**config.mk**
```make
export PLATFORM = sky130hd
export DESIGN_NAME = audio_out_buffer
export DESIGN_NICKNAME = d
export VERILOG_FILES = /design/src/rtl/audio_out_buffer.sv
export SDC_FILE = /design/constraint.sdc
export NUM_CORES = 1
export LEC_CHECK = 0
export ABC_AREA = 1
export CAP_MARGIN = 25
export CORE_MARGIN = 5
export CORE_UTILIZATION = 35
export DETAILED_ROUTE_END_ITERATION = 12
export PLACE_DENSITY = 0.54
export SKIP_CTS_REPAIR_TIMING = 1
export SYNTH_ARGS = -nofsm -noshare
export SYNTH_HDL_FRONTEND = slang
export SYNTH_SLANG_ARGS = --single-unit
```
**constraint.sdc**
```tcl
create_clock -name CLOCK_50 -period 5.5 [get_ports CLOCK_50]
set_clock_uncertainty 0.1 [all_clocks]
set_input_delay 1.1 -clock CLOCK_50 [delete_from_list [all_inputs] [get_ports CLOCK_50]]
set_output_delay 1.1 -clock CLOCK_50 [all_outputs]
set_load 0.01 [all_outputs]
```
**src/rtl/audio_out_buffer.sv**
```systemverilog
// audio_out_buffer: elastic sample FIFO feeding a gain-ramped, click-free stereo output
// stage that follows the Audio_Controller audio_out_allowed / write_audio_out handshake.
module audio_out_buffer #(
    parameter int unsigned DEPTH     = 8,
    parameter int unsigned RAMP_STEP = 4
) (
    input  logic                     CLOCK_50,
    input  logic                     reset,
    input  logic                     clear,
    input  logic [15:0]              sample_in,
    input  logic                     sample_valid,
    input  logic                     play,
    input  logic                     audio_out_allowed,
    output logic                     write_audio_out,
    output logic [31:0]              left_channel_audio_out,
    output logic [31:0]              right_channel_audio_out,
    output logic [$clog2(DEPTH):0]   fifo_level,
    output logic                     overflow
);

    localparam int unsigned AW       = $clog2(DEPTH);
    localparam int unsigned LW       = AW + 1;
    localparam int unsigned GAIN_MAX = 256;

    typedef enum logic [1:0] {
        IDLE  = 2'd0,
        FETCH = 2'd1,
        SCALE = 2'd2,
        WRITE = 2'd3
    } state_t;

    state_t             state_q, state_d;
    logic [15:0]        mem_q [DEPTH];
    logic [AW-1:0]      wr_ptr_q, wr_ptr_d;
    logic [AW-1:0]      rd_ptr_q, rd_ptr_d;
    logic [LW-1:0]      level_q, level_d;
    logic               ovf_q, ovf_d;
    logic [8:0]         gain_q, gain_d;
    logic [15:0]        sample_q, sample_d;
    logic signed [24:0] prod_q, prod_d;
    logic [15:0]        scaled_q, scaled_d;
    logic [15:0]        out_q, out_d;
    logic               wr_q, wr_d;

    logic               empty_c;
    logic               full_c;
    logic               pop_c;
    logic               push_c;
    logic signed [24:0] sample_ext_c;
    logic signed [24:0] gain_ext_c;
    logic [9:0]         gain_up_c;

    assign empty_c = (level_q == LW'(0));
    assign full_c  = (level_q == LW'(DEPTH));
    assign pop_c   = (state_q == IDLE) && audio_out_allowed && !empty_c && !clear;
    assign push_c  = sample_valid && (!full_c || pop_c) && !clear;

    assign sample_ext_c = {{9{sample_q[15]}}, sample_q};
    assign gain_ext_c   = {16'b0, gain_q};
    assign gain_up_c    = {1'b0, gain_q} + 10'(RAMP_STEP);

    assign write_audio_out         = wr_q;
    assign left_channel_audio_out  = {out_q, 16'b0};
    assign right_channel_audio_out = {out_q, 16'b0};
    assign fifo_level              = level_q;
    assign overflow                = ovf_q;

    // FIFO storage; no reset needed since occupancy is tracked by level_q
    always_ff @(posedge CLOCK_50) begin
        if (push_c) begin
            mem_q[wr_ptr_q] <= sample_in;
        end
    end

    // Next-state: FIFO bookkeeping, pipeline FSM, gain ramp and output strobe
    always_comb begin
        state_d  = state_q;
        wr_ptr_d = wr_ptr_q;
        rd_ptr_d = rd_ptr_q;
        level_d  = level_q;
        ovf_d    = ovf_q;
        gain_d   = gain_q;
        sample_d = sample_q;
        prod_d   = prod_q;
        scaled_d = scaled_q;
        out_d    = out_q;
        wr_d     = 1'b0;

        if (clear) begin
            state_d  = IDLE;
            wr_ptr_d = '0;
            rd_ptr_d = '0;
            level_d  = '0;
            ovf_d    = 1'b0;
            gain_d   = '0;
        end else begin
            if (push_c) begin
                wr_ptr_d = wr_ptr_q + AW'(1);
            end else if (sample_valid) begin
                ovf_d = 1'b1;
            end
            if (pop_c) begin
                rd_ptr_d = rd_ptr_q + AW'(1);
                sample_d = mem_q[rd_ptr_q];
            end
            level_d = level_q + LW'(push_c) - LW'(pop_c);

            case (state_q)
                IDLE: begin
                    if (pop_c) begin
                        state_d = FETCH;
                    end
                end
                FETCH: begin
                    prod_d  = sample_ext_c * gain_ext_c;
                    state_d = SCALE;
                end
                SCALE: begin
                    // |gain| <= 256 so the shifted product always fits in 16 bits
                    scaled_d = prod_q[23:8];
                    state_d  = WRITE;
                end
                WRITE: begin
                    if (audio_out_allowed) begin
                        out_d   = scaled_q;
                        wr_d    = 1'b1;
                        state_d = IDLE;
                        if (play) begin
                            gain_d = (gain_up_c > 10'(GAIN_MAX)) ? 9'(GAIN_MAX) : gain_up_c[8:0];
                        end else begin
                            gain_d = (gain_q < 9'(RAMP_STEP)) ? 9'd0 : gain_q - 9'(RAMP_STEP);
                        end
                    end
                end
                default: state_d = IDLE;
            endcase
        end
    end

    // State register with asynchronous reset
    always_ff @(posedge CLOCK_50 or posedge reset) begin
        if (reset) begin
            state_q  <= IDLE;
            wr_ptr_q <= '0;
            rd_ptr_q <= '0;
            level_q  <= '0;
            ovf_q    <= 1'b0;
            gain_q   <= '0;
            sample_q <= '0;
            prod_q   <= '0;
            scaled_q <= '0;
            out_q    <= '0;
            wr_q     <= 1'b0;
        end else begin
            state_q  <= state_d;
            wr_ptr_q <= wr_ptr_d;
            rd_ptr_q <= rd_ptr_d;
            level_q  <= level_d;
            ovf_q    <= ovf_d;
            gain_q   <= gain_d;
            sample_q <= sample_d;
            prod_q   <= prod_d;
            scaled_q <= scaled_d;
            out_q    <= out_d;
            wr_q     <= wr_d;
        end
    end

endmodule

```
Word level (Yosys, flattened, before mapping)
Memory sizes are Yosys's and may differ from the RTL's. A register that Yosys moved wholly into a read port is not among the register bits. Index checks and enable logic that the tools add are counted. Widths: inputs -> output; s select.

Input port bits: 22. Word-level logic and storage cells: 74. ROM bits: 0. Flip-flop bits (word level): 79. Memories kept: 1. Bits in latches: 0. Bits in writable memories: 128.

Memories: mem_q (depth 8, bits a word 16, read ports 1, clocked after memory_dff 1, wr ports 1, line 33) `logic [15:0] mem_q [DEPTH];`.

Add/subtract/negate cells: 6. $lt $le $gt $ge: 2. Bitwise logic cells: 1. Div/mod/pow operators: 0. Shift-type cells: 0. Reduce and logical (&&, ||, !) cells: 23. Multipliers: 1. Equal/unequal tests: 7. Multiplexer cells: 23.

Operators with widths (count): $mux 9 (6); $mul 16x10->24 (1); $mux 3 (4); $reduce_and 2->1 (6); $add 9x3->10 const B (1); $gt 10x9->1 const B (1); $reduce_bool 2->1 (5); $lt 9x3->1 const B (1); $sub 9x3->9 const B (1); $mux 1 (8); $pmux 2 s4 (1); $add 3x1->3 const B (2); $mux 2 (3); $ne 3x3->1 const B (2); $logic_and 1x1->1 (5); $add 4x1->4 (1); $eq 2x2->1 const B (2); $eq 4x4->1 const B (1); $logic_not 4->1 (1); $mux 4 (1); $sub 4x1->4 (1); $logic_not 1->1 (3); $reduce_and 3->1 (1); $eq 2x1->1 const B (1); other kinds (4) (4).

Longest topological paths before layout
Depth after elaboration: 10. Gate-level depth with buffers: 24. Depth with buffers taken out: 22.

Least setup slack after synthesis
No wires, ideal clock.

Kind: register to register. Start: reg gain_q[6]. End: reg prod_q[23]. Data required time: 5.283 ns. Setup slack: 0.738 ns. Arrival time: 4.545 ns. Cell stages (with the launch flop): 23. Clock period less this slack: 4.762 ns. Cell sequence: dfrtp_1 -> buf_2 -> buf_1 -> nand2_1 -> fa_1 -> inv_1 -> fa_1 -> inv_1 -> fa_1 -> fa_1 -> inv_1 -> ha_1 -> ha_1 -> nand2_1 -> inv_1 -> nand2_1 -> nand2_1 -> a21oi_1 -> nand2_1 -> nor2_1 -> nand2_1 -> nand3_1 -> nand2_1.

Cells in the longest elaborated chain, start to end: 1.

RTL lines: start: declaration (line 38) `logic [8:0] gain_q, gain_d;`; start signal: assignment (line 160) `gain_q <= gain_d;`; $mul 16x10->24 (line 115) `prod_d = sample_ext_c * gain_ext_c;`; end signal: assignment (line 162) `prod_q <= prod_d;`; end: declaration (line 40) `logic signed [24:0] prod_q, prod_d;`.

Every way passes these cells. A chain may end at the register's enable or synchronous reset.

Worst setup path in the final report
Start: reg gain_q[4]. End: reg prod_q[22].

The elaborated chain is that of the path after synthesis.

==> reports/metrics.csv <==
stage;metric;value;unit
min_path;hp-class;reg -> reg;
sta;holdWs;0.376;ns
yosys;synth_top_family_by_area;adder cells;
floorplan;ioPinCount;92;
sta;slew-limit-headroom;0.442;
sta;rsz0062_at_grt;false;
yosys;synth_area_leaders;edfxtp_1 27%, dfrtp_1 15%, fa_1 12%, nand2_1 10%, ha_1 8.5%;
yosys;synthXorXnorAreaFrac;0.00876;
setup_path;end_kind;flip-flop;
min_path;holdPathEnd;prod_q[23]$_DFFE_PP0P_;
floorplan;die_y;210;um
drt;viasPerCell;4.58;
grt;grt_pass1_wl;50700;um
cells_and_area;multi_input_area;6540;um2
setup_path;crit_fanout;16;
setup_path;ff2ff_path_depth;17;
clock_tree;path_clk_slew;0.06;ns
clock_tree;clock_latency;0.54;ns
sta;fmax;0.207;GHz
sta;setup_slack;0.662;ns
cells_and_area;drive_gt1_frac;0.0537;
grt;grt_pass1_vias;9631;
yosys;synth.cell_area;14000;um2
clock_tree;cts_tree;built;
drt;drt_first_pass_iters;4;
yosys;synth.area.mux_share;0.00724;
yosys;yosysSeqAreaShare;0.426;
drt;wl;30700;um
grt;grt_max_degree;67;
cells_and_area;fin_area;15700;um2
cells_and_area;fill_cells;3942;
grt;grt_overflow;0;
yosys;netlist_top_cells_count;379 x nand2_1, 247 x inv_1, 128 x edfxtp_1;
floorplan;num_rows;73;
setup_path;rrSetupSlack;0.66;ns
clock_tree;root_buffer;clkbuf_16;
floorplan;die_w;210;um
status;status;completed;
yosys;synth_most_common_cell;nand2_1;
place;gp_congestion;0.828;
yosys;synth_flop_cell;edfxtp_1;
cells_and_area;syn2layout_area_growth;12.0;%
sta;finalMaxSlewViolations;0;
setup_path;crit_type;reg -> reg;
floorplan;die_area;44100;um2
setup_path;r2r-end;prod_q[22]$_DFFE_PP0P_;
sta;period_minus_slack;4.84;ns
min_path;min_from;prod_q[23]$_DFFE_PP0P_;
setup_path;cp.arrival;5.17;ns
floorplan;initial_utilization;0.353;
yosys;synth-simple-area-share;0.168;
clock_tree;cts-htree-levels;1;
power;p_leak;7.91;nW
yosys;synth_compound_area_frac;0.0722;
setup_path;startpoint_type;flip-flop;
setup_path;worst_ep_required_time;5.84;ns
drt;drc;0;
sta;hold_viol_final;0;
drt;drt-wirelength-per-cell;14.6;um
yosys;yosys.cell_types.count;41;
sta;tns;0;ns
place;placed_area;14900;um2
sta;setup_viol;0;
setup_path;r2r-start;gain_q[4]$_DFFE_PP0P_;
drt;ant_nets;0;
yosys;synth_edf_count;128;
floorplan;core_area;39600;um2
yosys;synthCells;1532;
power;peakVddDrop;264;uV
min_path;holdPathStages;2;
run;maxCapViolCount;0;
clock_tree;cts_buffers;25;
yosys;async_flop_share;0.399;
yosys;synth_adder_area_share;0.201;
clock_tree;cts_sinks;213;
grt;grt_antenna_before_repair;0;
cells_and_area;layout.nets;1762;
place;portBuffers;59;
cells_and_area;ff_latch_area;5970;um2
grt;grt_use_total;0.140;
drt;drt_iter0_drc;408;
yosys;ys_warn_count;0;
sta;worstMarginPinSlew;0.835;ns
yosys;avgSynthCellArea;9.14;um2
yosys;ys_seq_elements;213;
clock_tree;cts_buffer_depth;3;
yosys;yosysTopAreaCellShare;0.275;
yosys;synth_largest_area_cell;edfxtp_1;
place;post-place-ws;0.691;ns
drt;num_vias;9657;
sta;period_share;0.880;
cells_and_area;antennaDiodeCount;0;
power;p_per_area;327;nW/um2
place;place_hpwl;22200;um
[sequential cells by signal (all words and copies together), names as in the netlist]
name	count
state_q	2
out_q	16
mem_q	128
gain_q	7
rd_ptr_q	3
sample_q	16
write_audio_out	1
scaled_q	16
overflow	1
prod_q	16
fifo_level	4
wr_ptr_q	3
[where the power goes]
part	leakage, nW	internal, mW	switching [mW]
sequential	2.29	1.95	0.260
combinational	5.23	0.531	0.787
clock	0.388	0.942	0.648
total	7.91	3.43	1.69
[final cells by class]
type                       count  share of cell area
clock buffer                  36              0.0451
timing repair buffer          81              0.0495
sequential                   213               0.381
inverter                     250              0.0600
clock inverter                 9             0.00559
tap                          525              0.0419
multi-input combinational    993               0.417
[layer usage]
metal | track usage | wire [um] | vias up
li1 | - | - | 4849
met1 | 0.182 | 13700 | 4630
met2 | 0.248 | 15400 | 143
met3 | 0.0205 | 1130 | 35
met4 | 0.0293 | 529 | 0
met5 | 0 | 0 | -
[through the flow]
step / util / instances / power, mW
6_report: 0.395 / 2107 / 5.12
5_1_grt: 0.395 / 2107 / 5.46
4_1_cts: 0.395 / 2106 / 5.19
3_5_place_dp: 0.375 / 2061 / 3.57
3_3_place_gp: 0.375 / 2060 / 3.55
2_1_floorplan: - / 1568 / 3.15
[worst max-delay path by stage]
| stage | slack, ns | startpoint | to | depth (start not counted) |
|---|---|---|---|---|
| final | 0.66 | gain_q[4]$_DFFE_PP0P_ | prod_q[22]$_DFFE_PP0P_ | 17 |
| after global routing | 0.39 | gain_q[4]$_DFFE_PP0P_ | prod_q[14]$_DFFE_PP0P_ | 16 |
| after global placement | 0.78 | gain_q[4]$_DFFE_PP0P_ | prod_q[22]$_DFFE_PP0P_ | 17 |
| after floorplan | 0.74 | gain_q[6]$_DFFE_PP0P_ | prod_q[23]$_DFFE_PP0P_ | 22 |
| after CTS | 0.67 | gain_q[4]$_DFFE_PP0P_ | prod_q[14]$_DFFE_PP0P_ | 16 |
| after detailed placement | 0.69 | gain_q[4]$_DFFE_PP0P_ | prod_q[14]$_DFFE_PP0P_ | 16 |
[cells by family after synthesis]
kind of cell / Yosys count
adder cells (fa/ha/maj): 176
other: 1
XOR/XNOR: 14
multiplexers: 9
AND/OR/NAND/NOR: 582
buffers and inverters: 362
AO/OA/AOI/OAI: 175
flip-flops: 213
[critical path, cell delays in order, from the launching register on]
cell	delay (ns)
dfrtp_1	0.48
buf_4	0.25
nand2_1	0.08
inv_1	0.06
fa_1	0.54
inv_1	0.06
fa_1	0.56
fa_1	0.43
fa_1	0.49
inv_1	0.04
ha_1	0.27
ha_1	0.35
a21oi_1	0.36
o21ai_0	0.19
a21oi_1	0.20
nand4_1	0.11
nand3_1	0.10
nand2_1	0.06
[placed cells by master (no fill, tap or decap), drive strengths merged, types with 5 or more instances in the layout]
cell type / instances
ha: 95
a21oi: 24
nand2: 384
fa: 81
xnor2: 8
o221ai: 16
inv: 252
nor2: 131
o22ai: 16
o211ai: 16
buf: 22
nor3: 7
edfxtp: 128
xor2: 6
clkinv: 6
conb: 37
nand4: 10
dfrtp: 85
nand3: 44
mux2: 9
nand3b: 5
clkdlybuf4s50: 59
clkbuf: 36
o21ai: 99
(Power assumes the default switching activity.)
